$ cat src/rtl/serial_adder_if.sv
// Operand/result handshake bundle for the bit-serial adder.
// The slave side is the adder; the master side is whoever drives operands and consumes results.
interface serial_adder_if #(
  parameter int WIDTH = 8
);
  logic             in_valid;
  logic             in_ready;
  logic [WIDTH-1:0] a;
  logic [WIDTH-1:0] b;
  logic             cin;
  logic             out_valid;
  logic             out_ready;
  logic [WIDTH-1:0] sum;
  logic             cout;
  logic             busy;

  modport slave (
    input  in_valid, a, b, cin, out_ready,
    output in_ready, out_valid, sum, cout, busy
  );

  modport master (
    output in_valid, a, b, cin, out_ready,
    input  in_ready, out_valid, sum, cout, busy
  );
endinterface

$ cat src/rtl/serial_adder.sv
// Bit-serial WIDTH-bit adder: LSB-first, one bit per clock, using a full adder
// built from two half adders and an OR, with a registered carry between bits.
module serial_adder #(
  parameter int WIDTH = 8
) (
  input  logic           clk,
  input  logic           rst_n,
  serial_adder_if.slave  bus
);
  localparam int CNT_W = (WIDTH > 1) ? $clog2(WIDTH) : 1;
  localparam logic [CNT_W-1:0] LAST = CNT_W'(WIDTH - 1);

  typedef enum logic [1:0] {IDLE, SHIFT, DONE} state_t;

  state_t           state;
  state_t           state_next;
  logic [WIDTH-1:0] a_sr;
  logic [WIDTH-1:0] b_sr;
  logic [WIDTH-1:0] sum_sr;
  logic [WIDTH-1:0] sum_q;
  logic             cout_q;
  logic             carry;
  logic [CNT_W-1:0] cnt;

  logic p, g1, s, g2, carry_next;
  logic [WIDTH-1:0] sum_shifted;

  // Returns {carry, sum}.
  function automatic logic [1:0] half_add(input logic x, input logic y);
    return {x & y, x ^ y};
  endfunction

  always_comb begin
    {g1, p}     = half_add(a_sr[0], b_sr[0]);
    {g2, s}     = half_add(p, carry);
    carry_next  = g1 | g2;
    sum_shifted = {s, sum_sr[WIDTH-1:1]};
  end

  always_ff @(posedge clk) begin
    if (!rst_n) state <= IDLE;
    else        state <= state_next;
  end

  always_comb begin
    state_next = state;
    case (state)
      IDLE:    if (bus.in_valid)  state_next = SHIFT;
      SHIFT:   if (cnt == LAST)   state_next = DONE;
      DONE:    if (bus.out_ready) state_next = IDLE;
      default: state_next = IDLE;
    endcase
  end

  // sum_sr accumulates the partial result so the visible sum only changes on completion.
  always_ff @(posedge clk) begin
    if (!rst_n) begin
      a_sr   <= '0;
      b_sr   <= '0;
      sum_sr <= '0;
      sum_q  <= '0;
      cout_q <= 1'b0;
      carry  <= 1'b0;
      cnt    <= '0;
    end else begin
      case (state)
        IDLE: begin
          if (bus.in_valid) begin
            a_sr  <= bus.a;
            b_sr  <= bus.b;
            carry <= bus.cin;
            cnt   <= '0;
          end
        end
        SHIFT: begin
          a_sr   <= a_sr >> 1;
          b_sr   <= b_sr >> 1;
          sum_sr <= sum_shifted;
          carry  <= carry_next;
          cnt    <= cnt + CNT_W'(1);
          if (cnt == LAST) begin
            sum_q  <= sum_shifted;
            cout_q <= carry_next;
          end
        end
        default: ;
      endcase
    end
  end

  assign bus.in_ready  = rst_n && (state == IDLE);
  assign bus.out_valid = (state == DONE);
  assign bus.busy      = (state != IDLE);
  assign bus.sum       = sum_q;
  assign bus.cout      = cout_q;
endmodule

$ cat src/flat_wrapper.sv
// flat-port wrapper written by rule: the top's interface ports become plain ports
module serial_adder_flat 
#(
  parameter int WIDTH = 8
)
  (clk, rst_n, bus_in_valid, bus_a, bus_b, bus_cin, bus_out_ready, bus_in_ready, bus_out_valid, bus_sum, bus_cout, bus_busy);
  serial_adder_if #(.WIDTH(WIDTH)) bus_i ();
  input  logic clk;
  input  logic rst_n;
  input wire logic [$bits(bus_i.in_valid)-1:0] bus_in_valid;
  input wire logic [$bits(bus_i.a)-1:0] bus_a;
  input wire logic [$bits(bus_i.b)-1:0] bus_b;
  input wire logic [$bits(bus_i.cin)-1:0] bus_cin;
  input wire logic [$bits(bus_i.out_ready)-1:0] bus_out_ready;
  output wire logic [$bits(bus_i.in_ready)-1:0] bus_in_ready;
  output wire logic [$bits(bus_i.out_valid)-1:0] bus_out_valid;
  output wire logic [$bits(bus_i.sum)-1:0] bus_sum;
  output wire logic [$bits(bus_i.cout)-1:0] bus_cout;
  output wire logic [$bits(bus_i.busy)-1:0] bus_busy;
  assign bus_i.in_valid = bus_in_valid;
  assign bus_i.a = bus_a;
  assign bus_i.b = bus_b;
  assign bus_i.cin = bus_cin;
  assign bus_i.out_ready = bus_out_ready;
  assign bus_in_ready = bus_i.in_ready;
  assign bus_out_valid = bus_i.out_valid;
  assign bus_sum = bus_i.sum;
  assign bus_cout = bus_i.cout;
  assign bus_busy = bus_i.busy;
  serial_adder #(.WIDTH(WIDTH)) u_core (.clk(clk), .rst_n(rst_n), .bus(bus_i));
endmodule
$ cat config.mk
export PLATFORM = sky130hd
export DESIGN_NAME = serial_adder_flat
export DESIGN_NICKNAME = d
export VERILOG_FILES = /design/src/rtl/serial_adder_if.sv /design/src/rtl/serial_adder.sv /design/src/flat_wrapper.sv
export SDC_FILE = /design/constraint.sdc
export NUM_CORES = 1
export LEC_CHECK = 0
export ABC_AREA = 1
export CORE_ASPECT_RATIO = 0.7
export CORE_MARGIN = 5
export CORE_UTILIZATION = 50
export CTS_CLUSTER_SIZE = 8
export DETAILED_ROUTE_END_ITERATION = 8
export GPL_TIMING_DRIVEN = 0
export PLACE_DENSITY = 0.87
export SLEW_MARGIN = 20
export SYNTH_ARGS = -nofsm -noshare
export SYNTH_HDL_FRONTEND = slang
export SYNTH_SLANG_ARGS = --single-unit
$ cat constraint.sdc
create_clock -name clk -period 1.7 [get_ports clk]
set_input_delay 0.51 -clock clk [delete_from_list [all_inputs] [get_ports clk]]
set_output_delay 0.51 -clock clk [all_outputs]
set_load 0.01 [all_outputs]
# Word-level counts from Yosys, hierarchy flattened

Cells that the tools add are included.

Add/subtract/negate cells: 1
Eq/ne operators: 6
Mux-type cells: 12
Bitwise gates (word level): 5
Reduce and logical (&&, ||, !) cells: 7

Operator list:

| kind                                                                    | number |
|---|---|
| 8-bit one-hot mux with 2 select lines                                   | 2 |
| 8-bit two-way mux                                                       | 2 |
| 2-bit two-way mux                                                       | 3 |
| 2-bit one-hot mux with 3 select lines                                   | 1 |
| 3-bit one-hot mux with 2 select lines                                   | 1 |
| 2-bit inequality test, second input constant                            | 2 |
| 2-bit AND reduction                                                     | 2 |
| 2-bit nonzero test                                                      | 2 |
| 3-bit by 1-bit adder with 3-bit output, second input constant           | 1 |
| 3-bit equality test, second input constant                              | 1 |
| 3-bit two-way mux                                                       | 1 |
| 3-bit AND reduction                                                     | 1 |
| 1-bit bitwise AND                                                       | 2 |
| 2-bit by 1-bit equality test with 1-bit output, second input constant   | 1 |
| 2-bit equality test, second input constant                              | 1 |
| 2-bit zero test                                                         | 1 |
| 2-bit by 1-bit inequality test with 1-bit output, second input constant | 1 |
| 1-bit one-hot mux with 2 select lines                                   | 1 |
| 1-bit XOR                                                               | 2 |
| 1-bit logical AND                                                       | 1 |
| 1-bit two-way mux                                                       | 1 |
| 1-bit OR                                                                | 1 |

Register bits: 39
Bits of input ports: 21
Output and inout port bits: 12
Logic and storage cells: 39

# Depth between registers and ports, before layout

Gate-level depths: netlist of run 1.

Word-level depth: 4
Gate-level depth with buffers: 7
Depth with buffers taken out: 7

# Worst setup path before layout of run 1

OpenSTA, ideal clock, no wires.

Path type: input-to-output
From: input port rst_n
To: output port bus_in_ready
Arrival: 1.114 ns
Required time: 1.190 ns
Setup slack: 0.076 ns
Stages on the path: 4
Buffers on the path: 2
Path through: buf_2 -> inv_1 -> clkbuf_1 -> nor2_1

Cells in the longest elaborated chain, start to end: 1

Ends and longest elaborated chain:

| item               | RTL line           | source |
|---|---|---|
| start: declaration | flat_wrapper.sv:9  | `input logic rst_n;` |
| 1-bit logical AND  | serial_adder.sv:91 | `assign bus.in_ready = rst_n && (state == IDLE);` |
| end: declaration   | flat_wrapper.sv:15 | `output wire logic [$bits(bus_i.in_ready)-1:0] bus_in_ready;` |

No other way between the ends.

# Worst setup path after layout of run 1

From: register u_core.state[0]
To: output port bus_busy

Cells in the longest elaborated chain, start to end: 1

Ends and longest elaborated chain:

| item                     | RTL line           | source |
|---|---|---|
| start: declaration       | serial_adder.sv:15 | `state_t state;` |
| start signal: assignment | serial_adder.sv:42 | `else state <= state_next;` |
| 2-bit nonzero test       | serial_adder.sv:93 | `assign bus.busy = (state != IDLE);` |
| end: declaration         | flat_wrapper.sv:19 | `output wire logic [$bits(bus_i.busy)-1:0] bus_busy;` |

No other way between the ends.

==> impl_metrics.tcl, run 1 <==
set metrics [dict create \
    syn_inst 279 \
    syn2layout_area_growth_pct 28.21 \
    wl_per_cell_um 11.02 \
    leakage_nw 1.258 \
    die_area_mm2 0.004838 \
    crit_fanout 5 \
    power_density_mw_per_mm2 851.4 \
    synth-simple-area-share_pct 36.50 \
    grt_pass1_vias 1531 \
    max_freq_ghz 0.6060 \
    final-hold-violation-count 0 \
    n_fill_cell 315 \
    hold_depth 2 \
    hold_buffers 0 \
    ys_seq_area_share_pct 43.09 \
    min_path_type "reg2reg" \
    cpMaxStageDelayCell "dfxtp_2" \
    r2r_end "u_core.bus.sum[6]" \
    grt_max_degree 12 \
    ir_drop_v 0.0005389 \
    clk_path_buf_depth 2 \
    drive_gt1_share_pct 9.404 \
    finalWeightedCongestion 0.8276 \
    clock-sinks 38 \
    grtUsageTotal_pct 18.48 \
    seq_area_um2 763.2 \
    slew_viol_final 0 \
    fin_hold_ws_ps 462.7 \
    drtAntennaViolNets 0 \
    syn-num-nets 303 \
    drtIter0Drc 78 \
    synth_top_family_by_area "simple AND/OR/NAND/NOR gates" \
    start_util_pct 50.90 \
    num_vias 1713 \
    finalClockSkew_ps 5.090 \
    cts_buffers 5 \
    regToRegStartpoint "u_core.cnt[0]" \
    hpwl_mm 2.812 \
    rrSetupSlack_ps 230 \
    worstMarginPinSlew_ps 411.6 \
    path_cells "nor2_2 > inv_1 > dlygate4sd2_1" \
    postPlaceCellArea_mm2 0.002138 \
    synthMuxAreaShare_pct 0 \
    grt-ovfl-total 0 \
    worstPathRequired_ps 1190 \
    holdPathEnd "u_core.sum_sr[5]" \
    arrival_ps 1140 \
    drv_cap 0 \
    start_kind "register" \
    period_share_pct 97.07 \
    cpLargestDelayFamily "buffers and inverters" \
    num_antenna_cells 0 \
    synth_cell_types 16 \
    htree_num_levels 2 \
    io_buffers 31 \
    yosysWarnings 0 \
    cp-end-kind "primary output" \
    synth-seq-cells 38 \
    grt_pass1_wl_mm 6.741 \
    dieWidth_um 81.02 \
    viasPerCell 4.642 \
    firstDrtPassIters 4 \
    routed_wl_mm 4.068 \
    rows 18 \
    cts_tree "done" \
    reg2reg_depth 7 \
    hp-start "u_core.sum_sr[5]" \
    cpPeakStageDelay_ps 350 \
    io-pin-count 33 \
    antenna_found_initial 0 \
    min_period_ps 1650 \
    synth-xor-area-share_pct 0 \
    synth_fa_ha_area_share_pct 2.551 \
    avgSynthCellArea_um2 6.328 \
    synth_area_mm2 0.001765 \
    fin_area_mm2 0.002263 \
    core_area_mm2 0.003468 \
    nets 342 \
    clkTransAtPathRegs_ps 70 \
    multiInputGateArea_um2 792.0 \
    root_buffer "clkbuf_8" \
    worst-path-buf-inv 2 \
    clk_latency_ps 290 \
    status "completed" \
    slew_headroom_pct 72.56 \
    setup_viol 0 \
    dieHeight_um 59.72 \
    total_power_mw 1.927 \
    crit_type "reg2out" \
    synth_compound_area_share_pct 5.670 \
    drc 0 \
]
synth_stat cells:
master	instances	area [µm²]
nand2_1	93	349.1
nor2_1	68	255.2
dfxtp_1	38	760.7
inv_1	38	142.6
a21oi_1	11	55.05
o21ai_0	9	45.04
buf_2	7	35.03
nand2_2	3	18.77
buf_4	2	15.01
clkbuf_1	2	7.510
ha_1	2	25.02
nand3_1	2	10.01
buf_6	1	11.26
fa_1	1	20.02
inv_2	1	3.750
nor2_4	1	11.26
worst max path at each step:
stage / slack (ps) / endpoint / start / cells past startpoint
final: 50 / bus_busy / u_core.state[0] / 3
after global routing: -10 / bus_busy / u_core.state[0] / 3
after floorplan: 80 / bus_in_ready / rst_n / 4
after detailed placement: -560 / bus_in_ready / rst_n / 5
after global placement: -540 / bus_in_ready / rst_n / 5
after CTS: 20 / bus_cout / u_core.bus.cout / 1
cell type report:
class	count	area share, %
clock buffer	7	3.814
timing repair buffer	33	14.87
multi-input combinational	190	34.99
sequential	38	33.72
inverter	39	6.634
buffer	11	2.985
tap	50	2.764
clock inverter	1	0.2211
worst register-to-register path: cells and delay by family (launching register included):
family                     cells  cell delay (ps)
buffers and inverters          1               60
and+or+nand+nor                4              550
DFF                            1              370
adders and majority gates      2              370
flip-flops by register name (all words and copies together), names as in the netlist:
| register | flops |
|---|---|
| u_core.bus.cout | 1 |
| u_core.b_sr | 8 |
| u_core.a_sr | 8 |
| u_core.carry | 1 |
| u_core.sum_sr | 7 |
| u_core.state | 2 |
| u_core.cnt | 3 |
| u_core.bus.sum | 8 |
routing by layer:
metal,global-route usage (%),part of all wire [%]
met3,6.024,7.6
met5,0,0
met1,23.06,47
met4,9.398,1.1
met2,28.77,45
kinds of logic (layout without fill, tap and decap cells):
logic type | after synthesis | in the layout
simple gates | 167 | 167
buf+inv | 51 | 91
flops | 38 | 38
compound gates | 20 | 20
fa+ha+maj | 3 | 3
layout by cell type, fill, tap and decap left out, types with 2 or more instances in the layout:
cell / count
dfxtp_1: 36
dlymetal6s2s_1: 9
buf_4: 5
clkdlybuf4s50_1: 19
clkbuf_8: 6
buf_2: 6
nand2_1: 93
nand2_2: 3
nor2_1: 67
o21ai_0: 9
a21oi_1: 11
nand3_1: 2
clkbuf_2: 2
ha_1: 2
dfxtp_2: 2
clkbuf_1: 2
inv_1: 37
through the flow:
stage	setup slack [ps]	utilization, %	TNS, ps	std cells
floorplan	76.37	-	0	279
global placement	-536.6	61.65	-1318	360
detailed placement	-560.3	61.65	-1564	360
CTS	15.75	64.86	0	369
global route	-9.899	65.26	-9.899	369
finish	49.86	65.26	0	369
timing repair:
action                                  CTS  global route
buffers inserted                          2             0
resized for setup                         9            12
cloned                                    0             0
endpoints found under the setup margin    3            11
pin swaps                                 1             0
power by group:
part / internal (mW) / switching [mW] / total, mW
combinational: 0.133 / 0.184 / 0.316
clock: 0.327 / 0.310 / 0.637
sequential: 0.947 / 0.0269 / 0.973
total: 1.41 / 0.521 / 1.93
Power figures use the tool's default switching activity.
==> run 2: changes to the inputs <==
CTS_CLUSTER_SIZE = 40   (was 8)
==> results of run 2 <==
No change in the layout: final DEF, timing and power equal those of run 1.
==> run 3: changes to the inputs <==
CTS_CLUSTER_SIZE = 24   (was 40)
==> results of run 3 <==
No change in the layout: final DEF, timing and power equal those of run 1.
